### src/rtl/icache_refill_ctrl.sv
// Instruction-cache line refill controller.
// Reads LINE_WORDS words from backing memory and hands the line to the cache.
module icache_refill_ctrl #(
  parameter int ADDR_W     = 16,
  parameter int WORD_W     = 16,
  parameter int LINE_WORDS = 4,
  parameter int TIMEOUT    = 255
) (
  input  logic                     clk,
  input  logic                     rst_n,
  input  logic                     miss_req,
  input  logic [ADDR_W-1:0]        miss_addr,
  input  logic                     flush,
  output logic                     mem_rd_en,
  output logic [ADDR_W-1:0]        mem_addr,
  input  logic [WORD_W-1:0]        mem_rdata,
  input  logic                     mem_rvalid,
  output logic                     fill_valid,
  output logic [ADDR_W-1:0]        fill_addr,
  output logic [LINE_WORDS*WORD_W-1:0] fill_line,
  output logic                     stall,
  output logic                     err
);

  localparam int CNT_W = $clog2(LINE_WORDS);
  localparam int TMO_W = $clog2(TIMEOUT + 1);
  localparam int LINE_W = LINE_WORDS * WORD_W;
  localparam logic [CNT_W-1:0] CNT_LAST = CNT_W'(LINE_WORDS - 1);
  localparam logic [TMO_W-1:0] TMO_LAST = TMO_W'(TIMEOUT - 1);

  typedef enum logic [2:0] {
    IDLE, REQ, WAIT, FILL, DRAIN, COOL
  } state_t;

  state_t              stateQ, stateD;
  logic [ADDR_W-1:0]   baseQ, baseD;
  logic [CNT_W-1:0]    cntQ, cntD;
  logic [TMO_W-1:0]    tmoQ, tmoD;
  logic [LINE_W-1:0]   lineQ, lineD;
  logic                errQ, errD;
  logic                unusedBits;

  assign unusedBits = ^miss_addr[CNT_W-1:0];

  // State and datapath registers, cleared by synchronous reset
  always_ff @(posedge clk) begin
    if (!rst_n) begin
      stateQ <= IDLE;
      baseQ  <= '0;
      cntQ   <= '0;
      tmoQ   <= '0;
      lineQ  <= '0;
      errQ   <= 1'b0;
    end else begin
      stateQ <= stateD;
      baseQ  <= baseD;
      cntQ   <= cntD;
      tmoQ   <= tmoD;
      lineQ  <= lineD;
      errQ   <= errD;
    end
  end

  // Next-state logic: request/wait per word, fill, then one cool-down cycle
  always_comb begin
    stateD = stateQ;
    baseD  = baseQ;
    cntD   = cntQ;
    tmoD   = tmoQ;
    lineD  = lineQ;
    errD   = 1'b0;
    unique case (stateQ)
      IDLE: begin
        if (miss_req && !flush) begin
          baseD  = {miss_addr[ADDR_W-1:CNT_W], {CNT_W{1'b0}}};
          cntD   = '0;
          stateD = REQ;
        end
      end
      REQ: begin
        if (flush) begin
          stateD = IDLE;
        end else begin
          tmoD   = '0;
          stateD = WAIT;
        end
      end
      WAIT: begin
        if (mem_rvalid) begin
          if (flush) begin
            stateD = IDLE;
          end else begin
            lineD[cntQ*WORD_W +: WORD_W] = mem_rdata;
            if (cntQ == CNT_LAST) begin
              stateD = FILL;
            end else begin
              cntD   = cntQ + 1'b1;
              stateD = REQ;
            end
          end
        end else if (flush) begin
          tmoD   = tmoQ + 1'b1;
          stateD = DRAIN;
        end else if (tmoQ == TMO_LAST) begin
          errD   = 1'b1;
          stateD = IDLE;
        end else begin
          tmoD = tmoQ + 1'b1;
        end
      end
      FILL: stateD = COOL;
      DRAIN: begin
        if (mem_rvalid || tmoQ >= TMO_LAST) begin
          stateD = IDLE;
        end else begin
          tmoD = tmoQ + 1'b1;
        end
      end
      COOL: stateD = IDLE;
      default: stateD = IDLE;
    endcase
  end

  // Outputs decoded from state; the read strobe is suppressed by flush
  always_comb begin
    mem_rd_en  = (stateQ == REQ) && !flush;
    mem_addr   = baseQ + ADDR_W'(cntQ);
    fill_valid = (stateQ == FILL);
    fill_addr  = baseQ;
    fill_line  = lineQ;
    err        = errQ;
    stall      = (miss_req && stateQ == IDLE) ||
                 (stateQ == REQ) || (stateQ == WAIT) ||
                 (stateQ == FILL) || (stateQ == DRAIN);
  end

endmodule

### config.mk
export PLATFORM = sky130hd
export DESIGN_NAME = icache_refill_ctrl
export DESIGN_NICKNAME = d
export VERILOG_FILES = /design/src/rtl/icache_refill_ctrl.sv
export SDC_FILE = /design/constraint.sdc
export NUM_CORES = 1
export LEC_CHECK = 0
export ABC_AREA = 0
export CORE_MARGIN = 5
export CORE_UTILIZATION = 40
export DETAILED_ROUTE_END_ITERATION = 8
export PLACE_DENSITY = 0.72
export SKIP_CTS_REPAIR_TIMING = 1
export SLEW_MARGIN = 40
export SYNTH_ARGS = -nofsm -noshare
export SYNTH_HDL_FRONTEND = slang
export SYNTH_SLANG_ARGS = --single-unit
export TNS_END_PERCENT = 30
### constraint.sdc
create_clock -name clk -period 3.94 [get_ports clk]
set_clock_uncertainty 0.2 [all_clocks]
set_input_delay 0.788 -clock clk [delete_from_list [all_inputs] [get_ports clk]]
set_output_delay 0.788 -clock clk [all_outputs]
set_load 0.005 [all_outputs]
[After elaboration in Yosys (flattened, before gate mapping)]
Index checks and enable logic that the tools add are counted.
Storage, ports and cells
  bits in registers: 92
  output and inout port bits: 100
  logic and storage cells: 72
Operators by class
  add/subtract/negate cells: 4
  magnitude comparators: 1
  equal/unequal tests: 16
  shift operators: 2
  muxes and demuxes: 22
  bitwise logic cells: 3
  reduce and logical (&&, ||, !) cells: 18
Operator list (number)
  bitwise mux 64 bit: 1
  variable shift 16 x 34 -> 64 bit (first input constant): 1
  variable part select 16 x 34 -> 64 bit: 1
  two-way mux 8 bit: 5
  negation 6 -> 34 bit: 1
  one-hot mux 8 bit (3 select lines): 1
  adder 16 x 2 -> 16 bit: 1
  inequality test 2 bit (second input constant): 8
  two-way mux 3 bit: 5
  one-hot mux 3 bit (5 select lines): 1
  two-way mux 2 bit: 7
  AND reduction 5 bit: 2
  adder 8 x 1 -> 8 bit (second input constant): 1
  equality test 8 bit (second input constant): 1
  greater-or-equal comparator 8 bit (second input constant): 1
  equality test 3 x 2 -> 1 bit (second input constant): 2
  AND reduction 3 bit: 2
  logical OR 1 bit: 5
  inequality test 4 bit (second input constant): 1
  one-hot mux 2 bit (2 select lines): 1
  OR reduction 4 bit: 1
  equality test 3 x 1 -> 1 bit (second input constant): 1
  equality test 3 bit (second input constant): 1
  logical AND 1 bit: 3
  other kinds (10): 12

[Depth between registers and ports, before layout]
Gate-level depths: netlist of run 1.
  depth after elaboration: 6
  mapped depth: 9

[Worst setup path before layout of run 1]
Ideal clock, no wire load.
  path type: input to register
  start point: input port flush
  end point: register tmoQ[0]
  arrival: 1993 ps
  required time: 3670 ps
  path slack: 1677 ps
  stages on the path: 6
  cell sequence: clkbuf_1 a32oi_1 o31ai_1 clkbuf_1 or4_1 a21oi_1
Between the ends
  word-level cells in the longest chain between the ends: 3
  elaborated cells on any way between the ends: 6
  classes of those cells: eq/ne (2); mux (3); reduce/logical (1)
Ends and longest elaborated chain
  start: declaration: line 13  | input logic flush,
  two-way mux 8 bit: line 101  | end else if (flush) begin
  two-way mux 8 bit: line 89  | if (mem_rvalid) begin
  one-hot mux 8 bit (3 select lines): line 72  | unique case (stateQ)
  end signal: assignment: line 58  | tmoQ <= tmoD;
  end: declaration: line 38  | logic [TMO_W-1:0] tmoQ, tmoD;
Parallel ways exist; a longest one is shown, timed or not. The select of a mux whose other input is x is not followed.
A chain may end at the register's enable or synchronous reset.

[Worst setup path after layout of run 1]
  start point: register stateQ[2]
  end point: output port mem_rd_en
Between the ends
  word-level cells in the longest chain between the ends: 2
Ends and longest elaborated chain
  start: declaration: line 35  | state_t stateQ, stateD;
  start signal: assignment: line 55  | stateQ <= stateD;
  equality test 3 x 1 -> 1 bit: line 126  | mem_rd_en = (stateQ == REQ) && !flush;
  logical AND 1 bit: line 126
  end: declaration: line 14  | output logic mem_rd_en,
Every way passes these cells.

==> impl_metrics.xml, run 1 <==
<?xml version="1.0" encoding="UTF-8"?>
<metrics>
  <group name="status">
    <metric name="outcome" unit="">finished, final reports clean</metric>
  </group>
  <group name="sta">
    <metric name="max_slew.worst_pin.slew" unit="ns">0.713</metric>
    <metric name="maxClockFrequency" unit="MHz">313</metric>
    <metric name="fin_hold_viols" unit="">0</metric>
    <metric name="tns" unit="ns">0</metric>
    <metric name="layout_min_cycle_time" unit="ns">3.19</metric>
    <metric name="rsz_0062_raised_after_global_routing" unit="">no</metric>
    <metric name="slew_headroom" unit="%">52.4</metric>
    <metric name="timing_max_transition_violations_final" unit="">0</metric>
    <metric name="final-setup-viol-count" unit="">0</metric>
    <metric name="min_period_over_period" unit="%">81.1</metric>
  </group>
  <group name="place">
    <metric name="io_buffers" unit="">132</metric>
    <metric name="hpwl" unit="um">8010</metric>
    <metric name="place_congestion" unit="">0.813</metric>
  </group>
  <group name="critical_path">
    <metric name="worst_ep_required_time" unit="ns">2.95</metric>
    <metric name="crit_chain" unit="">nor2_2, nand2_1, nor2_1, clkdlybuf4s50_1</metric>
    <metric name="critical_path_buf_inv_count" unit="">1</metric>
    <metric name="cp_data_arrival_time" unit="ns">2.21</metric>
    <metric name="critical_path.max_stage_delay" unit="ns">0.59</metric>
    <metric name="crit_path_end_kind" unit="">primary output</metric>
    <metric name="worstPathMaxFanout" unit="">17</metric>
    <metric name="timing.reg2reg.setup_slack" unit="ns">1.27</metric>
    <metric name="worst-r2r-cell-count" unit="">5</metric>
    <metric name="worstReg2RegEnd" unit="">fill_line[35]$_SDFFE_PN0P_</metric>
    <metric name="worstReg2RegStart" unit="">stateQ[1]$_SDFFE_PN0P_</metric>
    <metric name="crit_family" unit="">simple AND/OR/NAND/NOR gates</metric>
    <metric name="timing.setup.critical_path_class" unit="">flop to primary output</metric>
    <metric name="crit_slowest_cell" unit="">nor2_2</metric>
    <metric name="worst_setup_path_startpoint" unit="">stateQ[2]$_SDFFE_PN0P_</metric>
    <metric name="worst_setup_path_start_kind" unit="">flop</metric>
  </group>
  <group name="logic_synthesis">
    <metric name="synth_edf_count" unit="">0</metric>
    <metric name="synthDistinctLibCells" unit="">47</metric>
    <metric name="syn_avg_cell_area" unit="sq um">8.13</metric>
    <metric name="ys_async_sr_fraction" unit="%">0</metric>
    <metric name="ys.warnings.count" unit="">0</metric>
    <metric name="post_synth_instance_area" unit="sq mm">0.00391</metric>
    <metric name="post_synth_inst_count" unit="">481</metric>
    <metric name="synth.ff_latch_count" unit="">92</metric>
    <metric name="seq_area_frac_synth" unit="%">47.1</metric>
    <metric name="ys_dominant_reg_cell" unit="">dfxtp_1</metric>
  </group>
  <group name="global_route">
    <metric name="via_count_of_the_first_global_routing_pass" unit="">3703</metric>
    <metric name="antenna_found_initial" unit="">0</metric>
    <metric name="globalRoute.totalOverflow" unit="">0</metric>
    <metric name="grt_pass1_wl" unit="um">18100</metric>
    <metric name="largest_net_degree_at_the_start_of_global_routing" unit="">47</metric>
    <metric name="gr-usage-all-layers" unit="%">18.9</metric>
  </group>
  <group name="run">
    <metric name="maxCapViolCount" unit="">0</metric>
  </group>
  <group name="clocking">
    <metric name="clock_latency" unit="ns">0.35</metric>
    <metric name="htree_num_levels" unit="">3</metric>
    <metric name="clock_root_buffer" unit="">clkbuf_8</metric>
    <metric name="number_of_buffers_created_by_cts" unit="">9</metric>
    <metric name="clock_sink_count" unit="">92</metric>
    <metric name="clk_transition_reported_paths" unit="ns">0.10</metric>
    <metric name="tritoncts" unit="">done</metric>
    <metric name="cts-root-to-sink-buffers" unit="">2</metric>
  </group>
  <group name="hold_path">
    <metric name="worstHoldEndpoint" unit="">fill_line[2]$_SDFFE_PN0P_</metric>
    <metric name="worst_hold_path.num_cells" unit="">2</metric>
    <metric name="hold_wc_path_type" unit="">flop to flop</metric>
    <metric name="hp-start" unit="">fill_line[2]$_SDFFE_PN0P_</metric>
  </group>
  <group name="layout">
    <metric name="final_core_utilization" unit="%">55.7</metric>
    <metric name="final_layout_size_suffix_gt1_share" unit="%">5.84</metric>
    <metric name="most-common-layout-cells" unit="">132 x clkdlybuf4s50_1, 92 x dfxtp_1, 89 x nand2_1</metric>
    <metric name="nets" unit="">622</metric>
    <metric name="commonest_non_fill_non_tap_cell_in_the_layout" unit="">clkdlybuf4s50_1</metric>
    <metric name="fillers" unit="">892</metric>
    <metric name="antenna_cells" unit="">0</metric>
    <metric name="areaGrowthSynthToFinish" unit="%">37.3</metric>
  </group>
  <group name="route">
    <metric name="detail_route.first_pass.iterations" unit="">4</metric>
    <metric name="avgRoutedWirePerCell" unit="um">15.6</metric>
    <metric name="first_iter_violations" unit="">214</metric>
    <metric name="via_count" unit="">3752</metric>
    <metric name="detail_route_antenna_nets" unit="">0</metric>
    <metric name="route.detailed.drc" unit="">0</metric>
    <metric name="finalWirelength" unit="um">11100</metric>
    <metric name="route.detailed.vias_per_inst" unit="">5.25</metric>
  </group>
  <group name="pwr">
    <metric name="irDropWorstVdd" unit="uV">207</metric>
    <metric name="powerDensity" unit="mW/mm^2">316</metric>
    <metric name="leak" unit="nW">1.75</metric>
  </group>
  <group name="floorplanning">
    <metric name="die_height" unit="um">109</metric>
    <metric name="die-width" unit="um">109</metric>
    <metric name="start_util" unit="%">40.6</metric>
    <metric name="io_pins" unit="">137</metric>
    <metric name="core" unit="sq mm">0.00964</metric>
    <metric name="num_rows" unit="">36</metric>
    <metric name="floorplan.die_area" unit="sq mm">0.0119</metric>
  </group>
</metrics>
==> logic make-up after synthesis <==
group / share of synthesized area, %
DFF: 47.1
buffers and inverters: 8.22
other: 0.0958
adders and majority gates: 2.56
AOI/OAI and AO/OA: 14.9
xor gates and xnor gates: 0.224
muxes: 0.544
and+or+nand+nor: 26.4
==> where the power goes <==
part / total, mW / switching (mW) / internal (mW)
clock network: 0.619 / 0.359 / 0.260
logic: 0.133 / 0.0617 / 0.0714
registers: 0.946 / 0.00820 / 0.938
total: 1.70 / 0.429 / 1.27
==> Yosys cell counts (2+ instances only) <==
library cell / count / area share (%)
nor3_1: 3 / 0.38
nand2_1: 89 / 8.5
nor2b_1: 2 / 0.32
nand3_1: 83 / 11
buf_2: 4 / 0.51
or4_1: 3 / 0.58
nor3b_1: 4 / 0.77
o311ai_0: 6 / 1.3
dfxtp_1: 92 / 47
a21oi_1: 85 / 11
nand2b_1: 2 / 0.32
o21ai_0: 5 / 0.64
nand3b_1: 3 / 0.58
inv_1: 4 / 0.38
ha_1: 8 / 2.6
clkbuf_1: 23 / 2.2
nor2_1: 8 / 0.77
o41ai_1: 3 / 0.67
buf_4: 21 / 4.0
and2_1: 4 / 0.64
buf_6: 3 / 0.86
==> worst register-to-register path: stages, from the launching register on <==
cell	delay, ns
dfxtp_1	0.51
or3b_4	0.46
nor3_2	0.46
and2_1	0.61
nand3_1	0.19
a21oi_1	0.18
==> state kept, by name (all words and copies together), names as in the netlist <==
name / flops
stateQ: 3
err: 1
fill_line: 64
fill_addr: 14
tmoQ: 8
cntQ: 2
==> worst max path at each step <==
stage          slack (ns)                    endpoint  cells past startpoint
2_1_floorplan        1.68        tmoQ[0]$_SDFFE_PN0P_                      6
4_1_cts              0.72                   mem_rd_en                      4
5_1_grt              0.57                   mem_rd_en                      4
3_5_place_dp         0.78   fill_line[4]$_SDFFE_PN0P_                      6
6_report             0.75                   mem_rd_en                      4
3_3_place_gp         0.87  fill_line[14]$_SDFFE_PN0P_                      5
==> per-stage QoR <==
step | setup WS [ns] | hold WS, ns | cells | total power, mW | area (sq um)
2_1_floorplan | 1.68 | 0.248 | 482 | 1.03 | 3920
3_3_place_gp | 0.865 | 0.238 | 699 | 1.10 | 5150
3_5_place_dp | 0.784 | 0.244 | 699 | 1.10 | 5180
4_1_cts | 0.720 | 0.258 | 715 | 1.71 | 5370
5_1_grt | 0.574 | 0.267 | 715 | 1.77 | 5370
6_report | 0.746 | 0.256 | 715 | 1.70 | 5370
==> layer usage <==
metal  global-route usage (%)  vias up  wire [um]
li1                         -     1851          -
met1                     23.3     1779       4720
met2                     32.1      112       5470
met3                     5.80       10        832
met4                     4.60        0        126
met5                        0        -          0
==> layout make-up <==
class / count / area (sq um) / share of cell area [%]
Sequential cell: 92 / 1840 / 34.3
Clock buffer: 10 / 138 / 2.56
Tap cell: 133 / 166 / 3.10
Inverter: 5 / 18.8 / 0.349
Timing Repair Buffer: 136 / 1350 / 25.2
Multi-Input combinational cell: 333 / 1800 / 33.5
Clock inverter: 6 / 56.3 / 1.05
(Power assumes the default switching activity.)
==> run 2, diff against run 1 <==
--- a/config.mk
+++ b/config.mk
@@ -9,7 +9,7 @@
 export CORE_MARGIN = 5
 export CORE_UTILIZATION = 40
 export DETAILED_ROUTE_END_ITERATION = 8
-export PLACE_DENSITY = 0.72
+export PLACE_DENSITY = 0.75
 export SKIP_CTS_REPAIR_TIMING = 1
 export SLEW_MARGIN = 40
 export SYNTH_ARGS = -nofsm -noshare
==> constraint.sdc (replaced) <==
create_clock -name clk -period 2.7 [get_ports clk]
set_clock_uncertainty 0.2 [all_clocks]
set_input_delay 0.54 -clock clk [delete_from_list [all_inputs] [get_ports clk]]
set_output_delay 0.54 -clock clk [all_outputs]
set_load 0.005 [all_outputs]
==> impl_metrics.xml, run 2 (synthesis gave the netlist of run 1 again) <==
<?xml version="1.0" encoding="UTF-8"?>
<metrics>
  <group name="critical_path">
    <metric name="crit_path_end_kind" unit="">primary output</metric>
    <metric name="cp_data_arrival_time" unit="ns">1.74</metric>
    <metric name="worst_setup_path_start_kind" unit="">flop</metric>
    <metric name="worstPathMaxFanout" unit="">10</metric>
    <metric name="timing.setup.critical_path_class" unit="">flop to primary output</metric>
    <metric name="worst_ep_required_time" unit="ns">1.96</metric>
  </group>
  <group name="sta">
    <metric name="postLayoutSetupSlackWorst" unit="ns">0.216</metric>
    <metric name="final-setup-viol-count" unit="">0</metric>
    <metric name="max_slew.worst_pin.slew" unit="ns">0.675</metric>
    <metric name="tns" unit="ns">0</metric>
    <metric name="fin_hold_viols" unit="">0</metric>
    <metric name="min_period_over_period" unit="%">92.0</metric>
    <metric name="rsz_0062_raised_after_global_routing" unit="">no</metric>
    <metric name="slew_headroom" unit="%">55.0</metric>
    <metric name="hold-worst-slack" unit="ns">0.254</metric>
    <metric name="timing_max_transition_violations_final" unit="">0</metric>
    <metric name="maxClockFrequency" unit="MHz">403</metric>
    <metric name="layout_min_cycle_time" unit="ns">2.48</metric>
  </group>
  <group name="pwr">
    <metric name="irDropWorstVdd" unit="uV">227</metric>
    <metric name="power_frac_comb" unit="%">8.0</metric>
    <metric name="power_total" unit="mW">2.49</metric>
    <metric name="sequential_share_of_power" unit="%">55.5</metric>
    <metric name="clkPwrFrac" unit="%">36.5</metric>
    <metric name="powerDensity" unit="mW/mm^2">457</metric>
    <metric name="sw_frac_of_total" unit="%">26.2</metric>
    <metric name="p_switching" unit="uW">653</metric>
    <metric name="power_report.internal_total" unit="mW">1.84</metric>
    <metric name="leak" unit="nW">1.78</metric>
  </group>
  <group name="global_route">
    <metric name="largest_net_degree_at_the_start_of_global_routing" unit="">67</metric>
    <metric name="antenna_found_initial" unit="">0</metric>
    <metric name="m2_gr_usage" unit="%">32.8</metric>
    <metric name="most_used_routing_layer" unit="">met2</metric>
    <metric name="grtUsageMet3" unit="%">5.45</metric>
    <metric name="via_count_of_the_first_global_routing_pass" unit="">3765</metric>
    <metric name="globalRoute.totalOverflow" unit="">0</metric>
    <metric name="grt.met1_usage" unit="%">22.8</metric>
    <metric name="grt_pass1_wl" unit="um">18100</metric>
    <metric name="gr-usage-all-layers" unit="%">19.1</metric>
  </group>
  <group name="route">
    <metric name="avgRoutedWirePerCell" unit="um">15.4</metric>
    <metric name="route.detailed.drc" unit="">0</metric>
    <metric name="via_count" unit="">3892</metric>
    <metric name="detail_route_antenna_nets" unit="">0</metric>
    <metric name="first_iter_violations" unit="">180</metric>
    <metric name="route.detailed.vias_per_inst" unit="">5.35</metric>
    <metric name="detail_route.first_pass.iterations" unit="">6</metric>
    <metric name="finalWirelength" unit="um">11200</metric>
  </group>
  <group name="layout">
    <metric name="commonest_non_fill_non_tap_cell_in_the_layout" unit="">clkdlybuf4s50_1</metric>
    <metric name="nets" unit="">635</metric>
    <metric name="antenna_cells" unit="">0</metric>
    <metric name="postLayoutCellArea" unit="sq mm">0.00544</metric>
    <metric name="total_area_of_sequential_cells" unit="sq mm">0.00184</metric>
    <metric name="largest_reg_flops" unit="">64</metric>
    <metric name="most-common-layout-cells" unit="">132 x clkdlybuf4s50_1, 92 x dfxtp_1, 89 x nand2_1</metric>
    <metric name="final_core_utilization" unit="%">56.5</metric>
    <metric name="final_layout_size_suffix_gt1_share" unit="%">7.90</metric>
    <metric name="areaGrowthSynthToFinish" unit="%">39.1</metric>
    <metric name="final_cells" unit="">728</metric>
    <metric name="multi_input_comb_area" unit="sq mm">0.00177</metric>
    <metric name="fillers" unit="">891</metric>
  </group>
  <group name="status">
    <metric name="outcome" unit="">finished, final reports clean</metric>
  </group>
  <group name="place">
    <metric name="io_buffers" unit="">132</metric>
    <metric name="hpwl" unit="um">8180</metric>
    <metric name="dp_cells" unit="">712</metric>
    <metric name="place_congestion" unit="">0.808</metric>
    <metric name="detailedPlace.worstSlack" unit="ns">0.101</metric>
    <metric name="placement.cell_area" unit="sq mm">0.00525</metric>
  </group>
  <group name="clocking">
    <metric name="cts-root-to-sink-buffers" unit="">2</metric>
    <metric name="clock_latency" unit="ns">0.37</metric>
    <metric name="clock_sink_count" unit="">92</metric>
    <metric name="tritoncts" unit="">done</metric>
    <metric name="clock_root_buffer" unit="">clkbuf_8</metric>
    <metric name="clk_transition_reported_paths" unit="ns">0.10</metric>
    <metric name="htree_num_levels" unit="">3</metric>
    <metric name="number_of_buffers_created_by_cts" unit="">9</metric>
  </group>
  <group name="floorplanning">
    <metric name="io_pins" unit="">137</metric>
    <metric name="num_rows" unit="">36</metric>
    <metric name="start_util" unit="%">40.6</metric>
    <metric name="floorplan.die_area" unit="sq mm">0.0119</metric>
    <metric name="die_height" unit="um">109</metric>
    <metric name="core" unit="sq mm">0.00964</metric>
    <metric name="die-width" unit="um">109</metric>
  </group>
  <group name="hold_path">
    <metric name="hold_wc_path_type" unit="">flop to flop</metric>
  </group>
  <group name="run">
    <metric name="maxCapViolCount" unit="">0</metric>
  </group>
</metrics>
==> run 2: layer usage <==
metal / vias to the layer above / part of all wire (%)
met5: - / 0
met4: 0 / 1.3
met3: 14 / 8.4
met2: 168 / 49
met1: 1836 / 41
li1: 1874 / -
==> run 2: worst max-delay path, cell delays in order (launching register included) <==
cell             delay (ns)
dfxtp_1                0.41
nor2_1                 0.24
mux2i_1                0.21
clkdlybuf4s50_1        0.52
==> run 2: worst paths after layout <==
path              cells past startpoint  slack [ns]                    endpoint                       start
setup / recovery                      3        0.22                       stall      stateQ[1]$_SDFFE_PN0P_
hold / removal                        2        0.25  fill_line[53]$_SDFFE_PN0P_  fill_line[53]$_SDFFE_PN0P_
setup reg to reg                      7        0.36        tmoQ[6]$_SDFFE_PN0P_        tmoQ[0]$_SDFFE_PN0P_
hold reg to reg                       2        0.25  fill_line[53]$_SDFFE_PN0P_  fill_line[53]$_SDFFE_PN0P_
==> run 2: layout make-up <==
cell class                 instances  share of cell area (%)
timing repair buffer             149                    26.6
inverter                           5                   0.345
tap                              133                    3.06
clock buffer                       9                    2.28
clock inverter                     7                    1.26
multi-input combinational        333                    32.6
sequential                        92                    33.8
==> run 2: power by group through the flow <==
stage                     Sequential, mW  Clock (mW)  Combinational, mW
after detailed placement            1.41           0              0.200
final                               1.38       0.908              0.200
after global routing                1.38       0.989              0.217
after global placement              1.41           0              0.195
after floorplan                     1.41           0             0.0891
after CTS                           1.38       0.919              0.201
